### src/rtl/mux_tree_scheduler_pkg.sv
// rtl/mux_tree_scheduler_pkg.sv - shared FSM encoding and width constants for the mux-tree scheduler
// Purpose: state encoding and result-width constant shared by the scheduler files.
// Ports: none (package).
package mux_tree_scheduler_pkg;

    typedef enum logic [1:0] {
        ST_IDLE  = 2'd0,
        ST_CALC  = 2'd1,
        ST_DRAIN = 2'd2
    } sched_state_t;

    // (d << 2) + 1 grows the operand by exactly two bits, so it can never overflow.
    localparam int RES_EXTRA_W = 2;

endpackage

### src/rtl/mux_tree_scheduler_rr_arbiter_core.sv
// rtl/mux_tree_scheduler_rr_arbiter_core.sv - combinational round-robin pick from a rotating pointer
// Purpose: find the first valid requester at or above rr_ptr, wrapping to 0.
// Ports:
//   req_valid  in   NUM_REQ  per-requester valid
//   rr_ptr     in   SRC_W    index searched first
//   grant      out  NUM_REQ  one-hot winner (all-zero when nothing is valid)
//   grant_idx  out  SRC_W    index of the winner (0 when nothing is valid)
//   grant_any  out  1        some requester is valid
module rr_arbiter_core #(
    parameter int NUM_REQ = 4,
    parameter int SRC_W   = $clog2(NUM_REQ)
) (
    input  logic [NUM_REQ-1:0] req_valid,
    input  logic [SRC_W-1:0]   rr_ptr,
    output logic [NUM_REQ-1:0] grant,
    output logic [SRC_W-1:0]   grant_idx,
    output logic               grant_any
);

    logic [SRC_W-1:0] w_idx;

    always_comb begin
        grant     = '0;
        grant_idx = '0;
        grant_any = 1'b0;
        w_idx     = '0;
        for (int k = 0; k < NUM_REQ; k++) begin
            w_idx = SRC_W'((int'(rr_ptr) + k) % NUM_REQ);
            if (!grant_any && req_valid[w_idx]) begin
                grant_any        = 1'b1;
                grant[w_idx]     = 1'b1;
                grant_idx        = w_idx;
            end
        end
    end

endmodule

### src/rtl/mux_tree_scheduler.sv
// rtl/mux_tree_scheduler.sv - round-robin shared (d << 2) + 1 datapath with held result register
// Purpose: arbitrate NUM_REQ requesters onto one registered compute stage and hold each
//          result until the consumer accepts it.
// Ports:
//   clk        in   1               clock, rising edge
//   rst_n      in   1               synchronous active-low reset
//   req_valid  in   NUM_REQ         per-requester valid
//   req_data   in   NUM_REQ*DATA_W  operands, requester i at [i*DATA_W +: DATA_W]
//   req_ready  out  NUM_REQ         one-hot grant, combinational
//   out_valid  out  1               result available
//   out_ready  in   1               consumer accepts result
//   out_data   out  DATA_W+2        (operand << 2) + 1
//   out_src    out  SRC_W           requester that produced out_data
//   busy       out  1               FSM not idle
module mux_tree_scheduler
    import mux_tree_scheduler_pkg::*;
#(
    parameter  int NUM_REQ = 4,
    parameter  int DATA_W  = 8,
    localparam int SRC_W   = $clog2(NUM_REQ),
    localparam int RES_W   = DATA_W + RES_EXTRA_W
) (
    input  logic                       clk,
    input  logic                       rst_n,
    input  logic [NUM_REQ-1:0]         req_valid,
    input  logic [NUM_REQ*DATA_W-1:0]  req_data,
    output logic [NUM_REQ-1:0]         req_ready,
    output logic                       out_valid,
    input  logic                       out_ready,
    output logic [RES_W-1:0]           out_data,
    output logic [SRC_W-1:0]           out_src,
    output logic                       busy
);

    sched_state_t       r_state;
    sched_state_t       w_state_next;
    logic [SRC_W-1:0]   r_rr_ptr;
    logic [DATA_W-1:0]  r_op;
    logic [SRC_W-1:0]   r_src;
    logic [RES_W-1:0]   r_out_data;
    logic [SRC_W-1:0]   r_out_src;
    logic               r_out_valid;

    logic [NUM_REQ-1:0] w_grant;
    logic [SRC_W-1:0]   w_gidx;
    logic               w_gany;
    logic               w_window;
    logic               w_grant_en;
    logic [SRC_W-1:0]   w_ptr_next;
    logic [DATA_W-1:0]  w_sel_data;
    logic [RES_W-1:0]   w_result;

    rr_arbiter_core #(
        .NUM_REQ (NUM_REQ),
        .SRC_W   (SRC_W)
    ) u_arb (
        .req_valid (req_valid),
        .rr_ptr    (r_rr_ptr),
        .grant     (w_grant),
        .grant_idx (w_gidx),
        .grant_any (w_gany)
    );

    // A draining result that is being taken this cycle frees the datapath, so a new
    // grant can overlap the retirement and sustain one result per two cycles.
    assign w_window   = (r_state == ST_IDLE) || ((r_state == ST_DRAIN) && out_ready);
    // Reset gates the grant so no requester sees an accept that is then discarded.
    assign w_grant_en = rst_n && w_window && w_gany;
    assign req_ready  = w_grant_en ? w_grant : '0;

    assign w_ptr_next = (int'(w_gidx) == NUM_REQ - 1) ? '0 : w_gidx + 1'b1;
    // Only the granted slice is read, so X on other requesters cannot leak through.
    assign w_sel_data = req_data[w_gidx*DATA_W +: DATA_W];
    assign w_result   = ({{RES_EXTRA_W{1'b0}}, r_op} << 2) | RES_W'(1);

    always_comb begin
        w_state_next = r_state;
        case (r_state)
            ST_IDLE:  if (w_grant_en) w_state_next = ST_CALC;
            ST_CALC:  w_state_next = ST_DRAIN;
            ST_DRAIN: begin
                if (out_ready) w_state_next = w_grant_en ? ST_CALC : ST_IDLE;
            end
            default:  w_state_next = ST_IDLE;
        endcase
    end

    always_ff @(posedge clk) begin
        if (!rst_n) begin
            r_state     <= ST_IDLE;
            r_rr_ptr    <= '0;
            r_op        <= '0;
            r_src       <= '0;
            r_out_data  <= '0;
            r_out_src   <= '0;
            r_out_valid <= 1'b0;
        end else begin
            r_state <= w_state_next;
            if (w_grant_en) begin
                r_op     <= w_sel_data;
                r_src    <= w_gidx;
                r_rr_ptr <= w_ptr_next;
            end
            if (r_state == ST_CALC) begin
                r_out_data  <= w_result;
                r_out_src   <= r_src;
                r_out_valid <= 1'b1;
            end else if ((r_state == ST_DRAIN) && out_ready) begin
                r_out_valid <= 1'b0;
            end
        end
    end

    assign out_valid = r_out_valid;
    assign out_data  = r_out_data;
    assign out_src   = r_out_src;
    assign busy      = (r_state != ST_IDLE);

endmodule

### config.mk
export PLATFORM = sky130hd
export DESIGN_NAME = mux_tree_scheduler
export DESIGN_NICKNAME = d
export VERILOG_FILES = /design/src/rtl/mux_tree_scheduler_pkg.sv /design/src/rtl/mux_tree_scheduler_rr_arbiter_core.sv /design/src/rtl/mux_tree_scheduler.sv
export SDC_FILE = /design/constraint.sdc
export NUM_CORES = 1
export LEC_CHECK = 0
export CAP_MARGIN = 25
export CELL_PAD_IN_SITES_DETAIL_PLACEMENT = 1
export CELL_PAD_IN_SITES_GLOBAL_PLACEMENT = 1
export CORE_AREA = 4 4 87 64
export DETAILED_ROUTE_END_ITERATION = 7
export DIE_AREA = 0 0 91 68
export HOLD_SLACK_MARGIN = 0.12
export PLACE_DENSITY = 0.89
export SETUP_SLACK_MARGIN = 0.3
export SKIP_CTS_REPAIR_TIMING = 1
export SLEW_MARGIN = 10
export SYNTH_ARGS = -nofsm -noshare
export SYNTH_HDL_FRONTEND = slang
export SYNTH_HIERARCHICAL = 1
export SYNTH_SLANG_ARGS = --single-unit
### constraint.sdc
create_clock -name clk -period 5.5 [get_ports clk]
set_input_delay 0.825 -clock clk [delete_from_list [all_inputs] [get_ports clk]]
set_output_delay 0.825 -clock clk [all_outputs]
set_load 0.02 [all_outputs]
==> results of run 1 <==
[kinds of logic (layout without fill, tap and decap cells)]
family | Yosys count | in the layout | share of synthesized area
AND/OR/NAND/NOR | 68 | 68 | 0.198
flip-flops | 26 | 26 | 0.303
multiplexers | 15 | 15 | 0.198
other | 1 | 1 | 0.00218
AO/OA/AOI/OAI | 43 | 43 | 0.181
adder cells (fa/ha/maj) | 6 | 6 | 0.0437
buffers and inverters | 20 | 65 | 0.0751
[per-stage QoR]
stage | setup WS, ns | std cells
final | 1.02 | 281
after global placement | 1.23 | 277
after floorplan | 2.44 | 179
after CTS | 1.02 | 281
after global routing | 0.816 | 281
after detailed placement | 1.06 | 277
[cell type report]
type	instances	area (um^2)	share of cell area
sequential	26	520	0.225
tap	57	71.3	0.0308
clock inverter	1	30.0	0.0130
inverter	4	15.0	0.00648
timing repair buffer	57	566	0.244
multi-input combinational	133	1070	0.463
clock buffer	3	41.3	0.0178
[synthesized netlist by cell type (all sizes together) (5+ instances only)]
cell type and count:
a22oi 8, buf 12, mux4 12, nand3 12, a21boi 10, nor2 5, dfxtp 26, ha 6
nand2 33, o21ai 19
[state kept, by name, indices dropped and copies added, names as in the netlist]
register / cells
out_data: 9
r_op: 8
out_src: 2
r_rr_ptr: 2
r_src: 2
r_state: 2
out_valid: 1
[metal layers]
layer  vias to the layer above  share of wire
met4                         0          0.015
met5                         -              0
met2                        52           0.46
met3                         6          0.057
met1                       735           0.46
li1                        743              -
[placed cells by master (no fill, tap or decap), drive strengths merged]
cell type / Yosys / routed
clkbuf: 4 / 3
nand2b: 4 / 4
and3b: 1 / 1
a21oi: 1 / 1
and2b: 1 / 1
o21a: 1 / 1
inv: 4 / 4
bufinv: 0 / 1
nor2b: 2 / 2
nand2: 33 / 33
mux2i: 2 / 2
buf: 12 / 2
o21ai: 19 / 19
and3: 4 / 4
nand3: 12 / 12
a22oi: 8 / 8
o221ai: 1 / 1
nor3: 1 / 1
mux4: 12 / 12
conb: 1 / 1
ha: 6 / 6
or2: 1 / 1
o31ai: 1 / 1
nor4: 1 / 1
mux2: 1 / 1
nor4b: 1 / 1
clkdlybuf4s50: 0 / 55
a21boi: 10 / 10
dfxtp: 26 / 26
o211ai: 1 / 1
a32o: 1 / 1
nor2: 5 / 5
and2: 2 / 2
[power groups by stage]
stage | clock [mW] | sequential, mW | combinational [mW]
after global routing | 0.172 | 0.310 | 0.635
after global placement | 0 | 0.302 | 0.559
after floorplan | 0 | 0.298 | 0.439
after detailed placement | 0 | 0.305 | 0.580
after CTS | 0.163 | 0.302 | 0.584
final | 0.160 | 0.302 | 0.581
[worst max-delay path: cells and delay by family (launching register included)]
kind / cells / cell delay (ns)
and+or+nand+nor: 4 / 1.08
DFF: 1 / 0.73
buffers and inverters: 2 / 0.71
muxes: 1 / 0.45
adders and majority gates: 1 / 0.40
[worst max path at each step]
stage / startpoint / to / slack, ns
detailed placement: req_valid[3] / req_ready[2] / 1.06
floorplan: req_valid[2] / req_ready[0] / 2.44
finish: r_rr_ptr[0]$_SDFFE_PN0N_ / req_ready[2] / 1.02
global placement: req_valid[3] / req_ready[1] / 1.23
global route: r_rr_ptr[0]$_SDFFE_PN0N_ / req_ready[2] / 0.82
CTS: r_rr_ptr[0]$_SDFFE_PN0N_ / req_ready[2] / 1.02
==> key figures, run 1 <==
Worst setup path
  • Crit path largest cell delay: 0.73 ns
  • CP Max Fanout: 17
  • Setup CP Type: register to output pin
  • CP Data Required Time: 4.68 ns
  • Crit path capture type: output pin
  • Worst Setup Start Kind: register
  • RR Endpoint: r_op[6]$_SDFFE_PN0N_
  • Slowest stage cell on the critical path: dfxtp_1
  • Worst path arrival time: 3.66 ns
  • Reg2reg setup slack: 1.98 ns
  • Worst path cell trace: inv_1 > ha_1 > mux4_2 > nor3_1 > nand2b_1 > and3b_1 > and3_1 > clkdlybuf4s50_1
  • Reg2Reg Depth: 10
  • Reg-to-Reg Start: r_rr_ptr[0]$_SDFFE_PN0N_

Placed design
  • DP Area: 0.00224 mm^2
  • IO Port Bufs: 55
  • Placed wire-length estimate: 3470 um
  • GPL Wtd Cong: 0.779

Logic synthesis
  • Post-synthesis cell count: 179
  • Dominant cells by area after synthesis: dfxtp_1, mux4_1, nand2_1, o21ai_2, a21boi_0
  • Ys Warns: 6
  • Syn_nets: 224
  • Post-synth ARST share: 0
  • Dominant cell type by area after synthesis: dfxtp_1
  • Mapped Avg Cell Area: 9.59 um^2
  • Main synth FF type: dfxtp_1
  • Synth Cell Area: 0.00172 mm^2
  • Yosys reg bits: 26
  • Count of cell types in the netlist: 37
  • Post-synth EDFFs: 0
  • Synth top area share: 0.303
  • Sequential share of the synthesized area: 0.303

Layout
  • Post-route design area: 0.00232 mm^2
  • Layout cells sized above 1: 0.103
  • Fillers: 564
  • Synthesis-to-finish area growth: 34.9%
  • Nets@finish: 270
  • # diodes: 0
  • Final Util: 0.490

CTS
  • CTS H-tree lvls: 1
  • Cts bufs inserted: 3
  • Clk_lat worst skew: 0.27 ns
  • Sink Count: 26
  • Max clock buf depth: 2
  • Root Driver: clkbuf_8
  • Clock slew at reported path FFs: 0.09 ns
  • TritonCTS clock tree: done

GRT
  • GRT Total Usage: 0.148
  • First-pass GRT wire length: 7470 um
  • Met1 Track Usage GR: 0.198
  • Vias in the first global route: 1524
  • GR Util met2: 0.247
  • GR peak layer: met2
  • Met3 Usage GRT: 0.0363
  • GRT Residual Overflow: 0
  • Initial antenna violation count: 0
  • Pin count of the biggest net entering global routing: 27

Power and ir drop
  • NetSw: 0.416 mW
  • Max VDD drop: 145 uV
  • Clock Power Share: 0.153
  • Internal power: 0.627 mW
  • Overall power: 1.04 mW
  • Pwr/cell area: 450 mW/mm^2
  • Reg power frac: 0.289
  • Sw frac: 0.399
  • Lkg Pwr: 0.852 nW
  • Comb pwr share: 0.557

STA
  • Fin crit share: 0.815
  • Setup TNS: 0 ns
  • Hold_ws: 0.467 ns
  • Final Setup Violations: 0
  • Fmax achieved: 0.223 GHz
  • Slew @ Worst Pin: 0.778 ns
  • Final Skew: 0.00272 ns
  • Number of max-slew violations in the final report: 0
  • Max-Slew Margin vs Limit: 0.480
  • RSZ-0062 raised after global routing: no
  • Tmin final: 4.48 ns
  • Fin. Hold Viols: 0

Routing
  • WL/cell: 16.2 um
  • Vias/cell: 5.47
  • DRT Pass-1 Iters: 4
  • Routed Antenna Nets: 0
  • DRC viols: 0
  • Final wirelength: 4560 um
  • Via count: 1536
  • Initial DRC count: 87

Worst hold path
  • Hold Path Sink: r_op[7]$_SDFFE_PN0N_
  • Hold Startpoint: r_op[7]$_SDFFE_PN0N_
  • Hold Path Class: register to register
  • Hold Path Depth: 2

Run
  • Max-Cap Viols: 0

Floorplan
  • Die Ht: 68 um
  • Core Box Area: 0.00473 mm^2
  • Die width: 91 um
  • Row cnt: 21
  • IO Count: 57
  • Die ar.: 0.00619 mm^2
  • Initial Utilization: 0.363

Status
  • Outcome: complete, no violations
Note: power is estimated with default switching activity, not from simulation.
==> run 2, diff against run 1 <==
- CORE_AREA: 4 4 87 64 -> 4 4 90 67
- DIE_AREA: 0 0 91 68 -> 0 0 94 71
- PLACE_DENSITY: 0.89 -> 0.83
- clock period: 5.5 -> 4.5 ns (I/O delays scaled with it)
==> key figures, run 2 (same netlist as run 1, synthesis figures left out) <==
Status
  • Outcome: complete, no violations

Layout
  • Most frequent cells in the layout: clkdlybuf4s50_1, nand2_1, dfxtp_1
  • Fillers: 601
  • Post-route design area: 0.00232 mm^2
  • # diodes: 0
  • Area of the multi-input gates: 0.00107 mm^2
  • Flip-flop and latch area: 522 um^2
  • Synthesis-to-finish area growth: 35.2%
  • Layout cells sized above 1: 0.111
  • Nets@finish: 272
  • Max reg flops: 9
  • Post-route insts no fill: 297
  • Most common cell after layout, fill and taps aside: clkdlybuf4s50_1

Placed design
  • Placed wire-length estimate: 3300 um
  • IO Port Bufs: 55
  • Cell count after placement: 294
  • DP Area: 0.00228 mm^2
  • GPL Wtd Cong: 0.727

STA
  • Slew @ Worst Pin: 0.716 ns
  • Final Skew: 0.00343 ns
  • Final Setup Violations: 0
  • Max-Slew Margin vs Limit: 0.522
  • Setup TNS: 0 ns
  • Number of max-slew violations in the final report: 0
  • Fmax achieved: 0.251 GHz
  • Fin crit share: 0.884
  • RSZ-0062 raised after global routing: no
  • Tmin final: 3.98 ns
  • Fin. Hold Viols: 0

Power and ir drop
  • Max VDD drop: 135 uV
  • Lkg Pwr: 0.848 nW
  • Pwr/cell area: 511 mW/mm^2

CTS
  • Clk_lat worst skew: 0.26 ns
  • Clock slew at reported path FFs: 0.08 ns
  • TritonCTS clock tree: done
  • Max clock buf depth: 2
  • CTS H-tree lvls: 1
  • Cts bufs inserted: 3
  • Root Driver: clkbuf_8
  • Sink Count: 26

Worst setup path
  • Slowest stage cell on the critical path: mux4_2
  • Worst Setup Start Kind: primary input
  • Crit path capture type: output pin
  • CP delay by family, top: buffers and inverters
  • Buf+Inv Stages, Crit Path: 2
  • Worst path cell trace: clkdlybuf4s50_1 > mux4_2 > nor3_1 > nand2b_1 > and3b_1 > and3_1 > clkdlybuf4s50_1
  • CP Max Fanout: 13
  • CP Data Required Time: 3.83 ns
  • Crit path largest cell delay: 0.65 ns
  • Setup CP Type: primary input to output pin
  • Worst path arrival time: 3.30 ns
  • Top cell by count, worst path: clkdlybuf4s50_1

Routing
  • Wire length on met1: 2070 um
  • Routed length on met2: 1770 um
  • Final wirelength: 4250 um
  • Routed met3 length: 357 um
  • Highest Signal Layer: met4
  • Vias/cell: 5.14
  • WL/cell: 14.3 um
  • Routed Antenna Nets: 0
  • DRT Pass-1 Iters: 4
  • DRC viols: 0
  • Initial DRC count: 71
  • Via count: 1526

Floorplan
  • IO Count: 57
  • Die Ht: 71 um
  • Die ar.: 0.00667 mm^2
  • Die width: 94 um
  • Initial Utilization: 0.335
  • Core Box Area: 0.00512 mm^2
  • Row cnt: 22

GRT
  • Pin count of the biggest net entering global routing: 27
  • Vias in the first global route: 1509
  • GRT Residual Overflow: 0
  • First-pass GRT wire length: 7220 um
  • Initial antenna violation count: 0
  • GRT Total Usage: 0.131

Worst hold path
  • Hold Path Class: register to register

Run
  • Max-Cap Viols: 0
-- run 2: changes by cell type in the layout (fill, tap and decap cells not counted) --
cell	delta
dfxtp_2	+1
buf_4	+2
dfxtp_1	-1
bufinv_16	-1
-- run 2: layer usage --
metal | vias up | GRT usage
li1 | 746 | -
met1 | 714 | 0.191
met2 | 62 | 0.195
met3 | 4 | 0.0361
met4 | 0 | 0.0256
met5 | - | 0
-- run 2: stage by stage --
| stage | hold WS (ns) | power [mW] | utilization | worst slack, ns |
|---|---|---|---|---|
| finish | 0.470 | 1.19 | 0.453 | 0.521 |
| global placement | 0.450 | 1.05 | 0.445 | 0.565 |
| CTS | 0.469 | 1.20 | 0.453 | 0.374 |
| floorplan | 0.436 | 0.901 | - | 1.64 |
| global route | 0.500 | 1.29 | 0.453 | 0.345 |
| detailed placement | 0.457 | 1.07 | 0.445 | 0.535 |
-- run 2: worst min-delay path: stages (launching register included) --
cell	delay (ns)
dfxtp_1	0.31
nand2_1	0.05
a21boi_0	0.07
-- run 2: layout make-up --
cell class / instances / share of cell area
flip-flops and latches: 26 / 0.225
repair buffers: 59 / 0.250
clock buffers: 3 / 0.0178
inverters: 4 / 0.00647
multi-input cells: 133 / 0.462
well taps: 72 / 0.0388
-- run 2: final timing paths --
check | slack, ns | depth (start not counted) | to | start
setup / recovery | 0.52 | 7 | req_ready[2] | req_valid[3]
hold / removal | 0.47 | 2 | out_src[0]$_SDFFE_PN0P_ | out_src[0]$_SDFFE_PN0P_
setup reg to reg | 1.31 | 10 | r_op[4]$_SDFFE_PN0N_ | r_rr_ptr[1]$_SDFFE_PN0N_
hold reg to reg | 0.47 | 2 | out_src[0]$_SDFFE_PN0P_ | out_src[0]$_SDFFE_PN0P_
-- run 2: power by group --
| part | internal (mW) | total, mW | switching [mW] |
|---|---|---|---|
| Clock | 0.0598 | 0.124 | 0.0646 |
| Sequential | 0.303 | 0.365 | 0.0617 |
| Combinational | 0.348 | 0.697 | 0.349 |
| Total | 0.711 | 1.19 | 0.475 |
==> run 3, diff against run 2 <==
- SKIP_LAST_GASP: not set -> 1
==> results of run 3 <==
The final DEF is identical to that of run 2; final timing and power are the same.
